**config.mk**
```make
export PLATFORM = sky130hd
export DESIGN_NAME = i2c_byte_receiver
export DESIGN_NICKNAME = d
export VERILOG_FILES = /design/src/rtl/i2c_pkg.sv /design/src/rtl/i2c_edge_detect.sv /design/src/rtl/i2c_byte_receiver.sv
export SDC_FILE = /design/constraint.sdc
export NUM_CORES = 1
export LEC_CHECK = 0
export ABC_AREA = 1
export CORE_MARGIN = 8
export CORE_UTILIZATION = 35
export CTS_CLUSTER_SIZE = 8
export DETAILED_ROUTE_END_ITERATION = 6
export HOLD_SLACK_MARGIN = 0.03
export PLACE_DENSITY = 0.59
export SLEW_MARGIN = 30
export SYNTH_ARGS = -nofsm -noshare
export SYNTH_HDL_FRONTEND = slang
export SYNTH_SLANG_ARGS = --single-unit
```
**constraint.sdc**
```tcl
create_clock -name clk -period 1.54 [get_ports clk]
set_input_delay 0.154 -clock clk [delete_from_list [all_inputs] [get_ports clk]]
set_output_delay 0.154 -clock clk [all_outputs]
set_load 0.03 [all_outputs]
```
**src/rtl/i2c_pkg.sv**
```systemverilog
// Shared types and constants for the I2C byte receiver.
// State encoding, default address and field widths live here.
package i2c_pkg;

    localparam int ADDR_BITS = 7;
    localparam int DATA_BITS = 8;

    localparam logic [ADDR_BITS-1:0] DEFAULT_DEVICE_ADDR = 7'h2A;

    typedef enum logic [2:0] {
        ST_IDLE,
        ST_ADDR,
        ST_ADDR_ACK,
        ST_DATA,
        ST_DATA_ACK,
        ST_IGNORE
    } state_e;

endpackage

```
**src/rtl/i2c_edge_detect.sv**
```systemverilog
// SCL edge detector: compares synchronized SCL with a one-cycle-old copy.
// The delayed copy resets high so an idle bus shows no spurious edge.
module i2c_edge_detect (
    input  logic clk,
    input  logic reset,
    input  logic scl,
    output logic rise,
    output logic fall
);

    logic scl_q;

    // Delayed copy of SCL.
    always_ff @(posedge clk) begin
        if (reset) scl_q <= 1'b1;
        else       scl_q <= scl;
    end

    assign rise = scl & ~scl_q;
    assign fall = ~scl & scl_q;

endmodule

```
**src/rtl/i2c_byte_receiver.sv**
```systemverilog
// I2C write-only peripheral receiver with a one-byte output buffer.
// I2C_RX_ADDR_FILTER_EN: match DEVICE_ADDR; undefined ACKs any write address.
module i2c_byte_receiver
    import i2c_pkg::*;
#(
    parameter logic [ADDR_BITS-1:0] DEVICE_ADDR = DEFAULT_DEVICE_ADDR
) (
    input  logic                 clk,
    input  logic                 reset,
    input  logic                 scl_sync,
    input  logic                 sda_sync,
    input  logic                 start_pulse,
    input  logic                 stop_pulse,
    output logic                 sda_oe,
    output logic [DATA_BITS-1:0] byte_data,
    output logic                 byte_valid,
    input  logic                 byte_ready,
    output logic                 frame_start,
    output logic                 overrun
);

`ifdef I2C_RX_ADDR_FILTER_EN
    localparam bit FILTER_EN = 1'b1;
`else
    localparam bit FILTER_EN = 1'b0;
`endif

    logic scl_rise;
    logic scl_fall;

    i2c_edge_detect u_edge (
        .clk   (clk),
        .reset (reset),
        .scl   (scl_sync),
        .rise  (scl_rise),
        .fall  (scl_fall)
    );

    state_e               state_q;
    logic [2:0]           cnt_q;
    logic [DATA_BITS-1:0] shift_q;
    logic [DATA_BITS-1:0] data_q;
    logic                 sda_oe_q;
    logic                 valid_q;
    logic                 fs_q;
    logic                 ovr_q;
    logic                 ack_on_q;
    logic                 first_q;

    logic [DATA_BITS-1:0] shift_d;
    logic                 last_bit;
    logic                 addr_ok;
    logic                 can_load;

    assign shift_d  = {shift_q[DATA_BITS-2:0], sda_sync};
    assign last_bit = (cnt_q == 3'd7);
    assign addr_ok  = (shift_d[0] == 1'b0) &&
                      (!FILTER_EN || (shift_d[7:1] == DEVICE_ADDR));
    assign can_load = !valid_q || byte_ready;

    // Protocol FSM with registered outputs and output-buffer handshake.
    always_ff @(posedge clk) begin
        if (reset) begin
            state_q  <= ST_IDLE;
            cnt_q    <= 3'd0;
            shift_q  <= '0;
            data_q   <= '0;
            sda_oe_q <= 1'b0;
            valid_q  <= 1'b0;
            fs_q     <= 1'b0;
            ovr_q    <= 1'b0;
            ack_on_q <= 1'b0;
            first_q  <= 1'b0;
        end else begin
            fs_q <= 1'b0;
            if (valid_q && byte_ready) valid_q <= 1'b0;

            if (start_pulse) begin
                state_q  <= ST_ADDR;
                cnt_q    <= 3'd0;
                shift_q  <= '0;
                sda_oe_q <= 1'b0;
                ack_on_q <= 1'b0;
            end else if (stop_pulse) begin
                state_q  <= ST_IDLE;
                cnt_q    <= 3'd0;
                shift_q  <= '0;
                sda_oe_q <= 1'b0;
                ack_on_q <= 1'b0;
            end else begin
                unique case (state_q)
                    ST_ADDR: begin
                        if (scl_rise) begin
                            shift_q <= shift_d;
                            cnt_q   <= cnt_q + 3'd1;
                            if (last_bit) begin
                                state_q  <= addr_ok ? ST_ADDR_ACK : ST_IGNORE;
                                ack_on_q <= 1'b0;
                                first_q  <= 1'b1;
                            end
                        end
                    end
                    ST_ADDR_ACK, ST_DATA_ACK: begin
                        if (scl_fall) begin
                            if (!ack_on_q) begin
                                sda_oe_q <= 1'b1;
                                ack_on_q <= 1'b1;
                            end else begin
                                sda_oe_q <= 1'b0;
                                ack_on_q <= 1'b0;
                                state_q  <= ST_DATA;
                                cnt_q    <= 3'd0;
                            end
                        end
                    end
                    ST_DATA: begin
                        if (scl_rise) begin
                            shift_q <= shift_d;
                            cnt_q   <= cnt_q + 3'd1;
                            if (last_bit) begin
                                first_q <= 1'b0;
                                if (can_load) begin
                                    data_q   <= shift_d;
                                    valid_q  <= 1'b1;
                                    fs_q     <= first_q;
                                    ack_on_q <= 1'b0;
                                    state_q  <= ST_DATA_ACK;
                                end else begin
                                    ovr_q <= 1'b1;
                                end
                            end
                        end
                    end
                    default: begin
                    end
                endcase
            end
        end
    end

    assign sda_oe      = sda_oe_q;
    assign byte_data   = data_q;
    assign byte_valid  = valid_q;
    assign frame_start = fs_q;
    assign overrun     = ovr_q;

endmodule

```
# [Word level (Yosys, flattened, before mapping)]
# Cells that the tools add are included.
# W data, S select, Z words.
[totals] input_bits=7 regBits=28 output_inout_bits=12
[op_classes] mux=33 n_bitwise=10 n_eq_ne=20 n_reduce_logical=20 add_sub_neg=1
[ops] cell="$mux W3" count=11
[ops] cell="$ne A4 B4 Y1 const B" count=7
[ops] cell="$mux W1" count=18
[ops] cell="$reduce_and A8 Y1" count=2
[ops] cell="$ne A2 B2 Y1 const B" count=7
[ops] cell="$reduce_and A7 Y1" count=2
[ops] cell="$reduce_and A6 Y1" count=2
[ops] cell="$pmux W3 S3" count=1
[ops] cell="$not A1 Y1" count=8
[ops] cell="$reduce_or A7 Y1" count=1
[ops] cell="$eq A3 B2 Y1 const B" count=2
[ops] cell="$eq A3 B3 Y1 const B" count=2
[ops] cell="$pmux W3 S2" count=1
[ops] cell="$reduce_bool A5 Y1" count=1
[ops] cell="$reduce_and A2 Y1" count=2
[ops] cell="$reduce_and A4 Y1" count=1
[ops] cell="$reduce_bool A2 Y1" count=2
[ops] cell="$reduce_or A2 Y1" count=2
[ops] cell="$add A3 B1 Y3 const B" count=1
[ops] cell="$eq A3 B1 Y1 const B" count=1
[ops] cell="$pmux W1 S3" count=1
[ops] cell="$reduce_bool A3 Y1" count=1
[ops] cell="$reduce_or A3 Y1" count=1
[ops] cell="$and A1 B1 Y1" count=2
[ops] cell="5 further kinds" count=5

# [Logic depth before layout (Yosys ltp)]
[logic_depth] ltp_word=8 ltp_mapped=9 ltp_nobuf=9

# [By module]
# From an unflattened synthesis, not the netlist that was laid out.
[hier_totals] hier_cells=167 hier_area_um2=1229.9
[modules_own_cells] mod="i2c_byte_receiver" cells_each=160 instances=1 area_per_inst_um2=1187.4 seq_area_each_um2=540.5
[modules_own_cells] mod="i2c_edge_detect" cells_each=7 instances=1 area_per_inst_um2=42.5 seq_area_each_um2=20.0

# [Worst setup path after synthesis]
# OpenSTA, ideal clock, no wires.
[synth_timing] path_kind="reg2reg" from="register cnt_q[0]" to="register state_q[0]" t_required_ps=1423 setup_slack_ps=226 setup_ps=117 t_arrival_ps=1197 stages_incl_launch_ff=9 path_cell_list="dfxtp_1 -> ha_1 -> ha_1 -> nor2_1 -> nor2_4 -> nand2_2 -> nor2_4 -> nor2_1 -> a21oi_2"
[synth_via] elab_chain_len=3
[synth_rtl] element="start: declaration" line_no="i2c_byte_receiver.sv:40" source="logic [2:0] cnt_q;"
[synth_rtl] element="start signal: assignment" line_no="i2c_byte_receiver.sv:95" source="cnt_q <= cnt_q + 3'd1;"
[synth_rtl] element="start signal: assignment" line_no="i2c_byte_receiver.sv:119" source="cnt_q <= cnt_q + 3'd1;"
[synth_rtl] element="$eq A3 B3 Y1 (*)" line_no="i2c_byte_receiver.sv:56" source="assign last_bit = (cnt_q == 3'd7);"
[synth_rtl] element="$ne A4 B4 Y1 (no source line)"
[synth_rtl] element="$reduce_and A8 Y1 (no source line) (*)"
[synth_rtl] element="end signal: assignment" line_no="i2c_byte_receiver.sv:97" source="state_q <= addr_ok ? ST_ADDR_ACK : ST_IGNORE;"
[synth_rtl] element="end: declaration" line_no="i2c_byte_receiver.sv:39" source="state_e state_q;"
# Every way passes the cells marked *; elsewhere a longest branch is shown, timed or not.
# A chain may end at the register's enable or synchronous reset.

# [Worst setup path after layout]
[layout_timing] from="register data_q[0] (netlist: byte_data[0])" to="output byte_data[0]"
[layout_lines] element="start: declaration" line_no="i2c_byte_receiver.sv:42" source="logic [DATA_BITS-1:0] data_q;"
[layout_lines] element="start signal: assignment" line_no="i2c_byte_receiver.sv:123" source="data_q <= shift_d;"
[layout_lines] element="end: declaration" line_no="i2c_byte_receiver.sv:15" source="output logic [DATA_BITS-1:0] byte_data,"
# No word-level cell between the ends.

==> impl_metrics.py <==
metrics = {
    "outcome": {
        "status": "finished clean",
    },
    "global_routing": {
        "grt_pass1_wl_um": 5100,
        "grt_start_max_net_pins": 17,
        "grt_usage_pct": 10.2,
        "grt_antenna_before_repair": 0,
        "grt_pass1_vias": 1124,
        "gr-total-overflow": 0,
    },
    "placed_design": {
        "dp.cells": 228,
        "dp_hpwl_um": 2280,
        "preCtsSetupSlack_ps": -53.2,
        "io_buffers": 18,
        "gp_congestion": 0.790,
    },
    "job": {
        "maxCapViolCount": 0,
    },
    "timing": {
        "slew_viol_final": 0,
        "finalSetupViolCount": 0,
        "clock_skew_ps": 3.16,
        "period_share_pct": 95.0,
        "tightestPinTransition_ps": 331,
        "timing.slew.headroom_pct": 77.8,
        "whs_ps": 444,
        "fmax_mhz": 683,
        "finalHoldViolations": 0,
        "finalCriticalPeriod_ps": 1460,
        "worst_slack_ps": 76.4,
    },
    "yosys": {
        "ys_seq_area_share_pct": 43.3,
        "synthCells": 157,
        "avgSynthCellArea_um2": 8.24,
        "synth.distinct_cells": 26,
        "ys_ff_latch": 28,
        "synth_fp_nets": 167,
        "synth_largest_area_cell": "dfxtp_1",
        "yosys.area.top_type_share_pct": 43.3,
        "synthTopCellsByArea": "dfxtp_1 43%, nor2_1 11%, o21ai_0 5.8%",
        "yosys_warnings": 0,
        "syn_area_um2": 1290,
    },
    "clocking": {
        "cts_root_buf": "clkbuf_8",
        "cts_tree": "built",
        "clkSinkCount": 28,
        "cts.clk_slew.worst_paths_ps": 100,
        "hold_buffers": 0,
        "ctsLongestPathBuffers": 2,
        "cts_made_buffers": 3,
        "clk_latency_ps": 280,
        "h-tree-depth": 1,
    },
    "floorplanning": {
        "core_area_um2": 3610,
        "die_w_um": 76.8,
        "initial_core_util_pct": 35.9,
        "dieArea_um2": 5900,
        "pin_count": 19,
        "num_rows": 22,
        "die_h_um": 76.8,
    },
    "detailed_routing": {
        "viasPerCell": 4.71,
        "vias": 1112,
        "firstDrtPassIters": 4,
        "ant_nets": 0,
        "dr.first_iter.drc_count": 53,
        "avgRoutedWirePerCell_um": 12.7,
        "drc_errors": 0,
        "routed_wl_um": 2990,
    },
    "min_path": {
        "hold_path_class": "reg -> reg",
    },
    "worst_setup_path": {
        "startpoint_type": "register",
        "critical_path_required_ps": 1390,
        "slowest_delay_ps": 680,
        "crit_path_end_kind": "output port",
        "cp.arrival_ps": 1310,
        "cp_top_family": "buffers and inverters",
        "worst-path-max-fanout": 2,
        "critPathBufInv": 1,
        "cpMaxStageDelayCell": "clkdlybuf4s50_1",
        "crit_path_cell_trace": "clkdlybuf4s50_1",
        "path_class": "reg -> out",
    },
    "pwr": {
        "p_per_area_nw_per_um2": 868,
        "ir_drop_uv": 338,
        "clkPwrFrac_pct": 40.0,
        "p_leak_nw": 0.665,
        "power.switching_mw": 0.326,
        "p_int_mw": 1.13,
        "p_comb_share_pct": 9.5,
        "switching_share_pct": 22.3,
        "seqPwrFrac_pct": 50.5,
    },
    "final_layout": {
        "layout_commonest_cell": "nor2_1",
        "final_cells": 236,
        "drive_gt1_share_pct": 23.9,
        "nets": 199,
        "diodes": 0,
        "mostFrequentLayoutCells": "39 x nor2_1, 26 x dfxtp_1, 18 x clkdlybuf4s50_1",
        "synthToLayoutAreaGrowth_pct": 30.1,
        "fillers": 358,
    },
}
[through the flow]
stage	utilization [%]	setup TNS, ps	cell area, um2	power, mW
4_1_cts	45.5	0	1640	1.47
3_3_place_gp	43.5	-79.5	1570	0.890
3_5_place_dp	43.5	-338	1570	0.892
5_1_grt	46.7	-12.8	1680	1.51
2_1_floorplan	-	0	1290	0.848
6_report	46.7	0	1680	1.46
[layer usage]
metal	GRT usage (%)	vias to the layer above	share of wire, %
met1	12.4	515	47
met2	16.2	20	46
met3	3.96	2	7.0
met5	0	-	0
li1	-	575	-
met4	2.88	0	0.40
[synth_stat cells (all sizes together)]
cell / n
a211oi: 1
a21oi: 6
a22oi: 2
a41oi: 1
buf: 2
clkinv: 1
dfxtp: 28
ha: 3
inv: 13
nand2: 22
nand3: 8
nand4: 4
nor2: 46
o21ai: 20
[sequential cells by signal (all words and copies together) (netlist names)]
register / cells
frame_start: 1
first_q: 1
u_edge.scl_q: 1
shift_q: 7
sda_oe: 1
overrun: 1
state_q: 3
byte_valid: 1
byte_data: 8
cnt_q: 3
ack_on_q: 1
[logic make-up (layout without fill, tap and decap cells)]
| kind of cell | Yosys count | after routing | share of synthesized area [%] |
|---|---|---|---|
| buf+inv | 16 | 46 | 5.42 |
| fa+ha+maj | 3 | 3 | 2.90 |
| compound gates | 30 | 30 | 13.3 |
| flops | 28 | 28 | 43.3 |
| simple gates | 80 | 81 | 35.0 |
[path summary, 6_finish.rpt]
kind                              from                         to  slack [ps]  cells past startpoint
max          byte_data[0]$_SDFFE_PP0P_               byte_data[0]          80                      1
min              ack_on_q$_SDFFE_PP0P_        sda_oe$_SDFFE_PP0P_         440                      1
max reg2reg      cnt_q[0]$_SDFFE_PP0P_  byte_data[1]$_SDFFE_PP0P_          90                      8
min reg2reg      ack_on_q$_SDFFE_PP0P_        sda_oe$_SDFFE_PP0P_         440                      1
[layout make-up]
| cell class | instances | area [um2] | area share (%) |
|---|---|---|---|
| clock buffer | 3 | 41.3 | 2.45 |
| clock inverter | 1 | 30.0 | 1.78 |
| inverter | 14 | 55.1 | 3.27 |
| multi-input combinational | 114 | 678 | 40.3 |
| sequential | 28 | 563 | 33.5 |
| tap | 48 | 60.1 | 3.57 |
| timing repair buffer | 28 | 255 | 15.2 |
[what timing repair did]
| item | in CTS | in global routing |
|---|---|---|
| gates resized for setup | 0 | 7 |
| setup buffers | 0 | 3 |
| endpoints found under the setup margin | 0 | 8 |
[power by group through the flow]
| stage | Combinational, mW | Clock, mW | Sequential, mW |
|---|---|---|---|
| after floorplan | 0.0942 | 0 | 0.754 |
| after global placement | 0.135 | 0 | 0.754 |
| after detailed placement | 0.137 | 0 | 0.755 |
| after CTS | 0.138 | 0.598 | 0.738 |
| after global routing | 0.153 | 0.617 | 0.739 |
| final | 0.138 | 0.584 | 0.738 |
No activity file was read; power rests on OpenSTA's default activity.
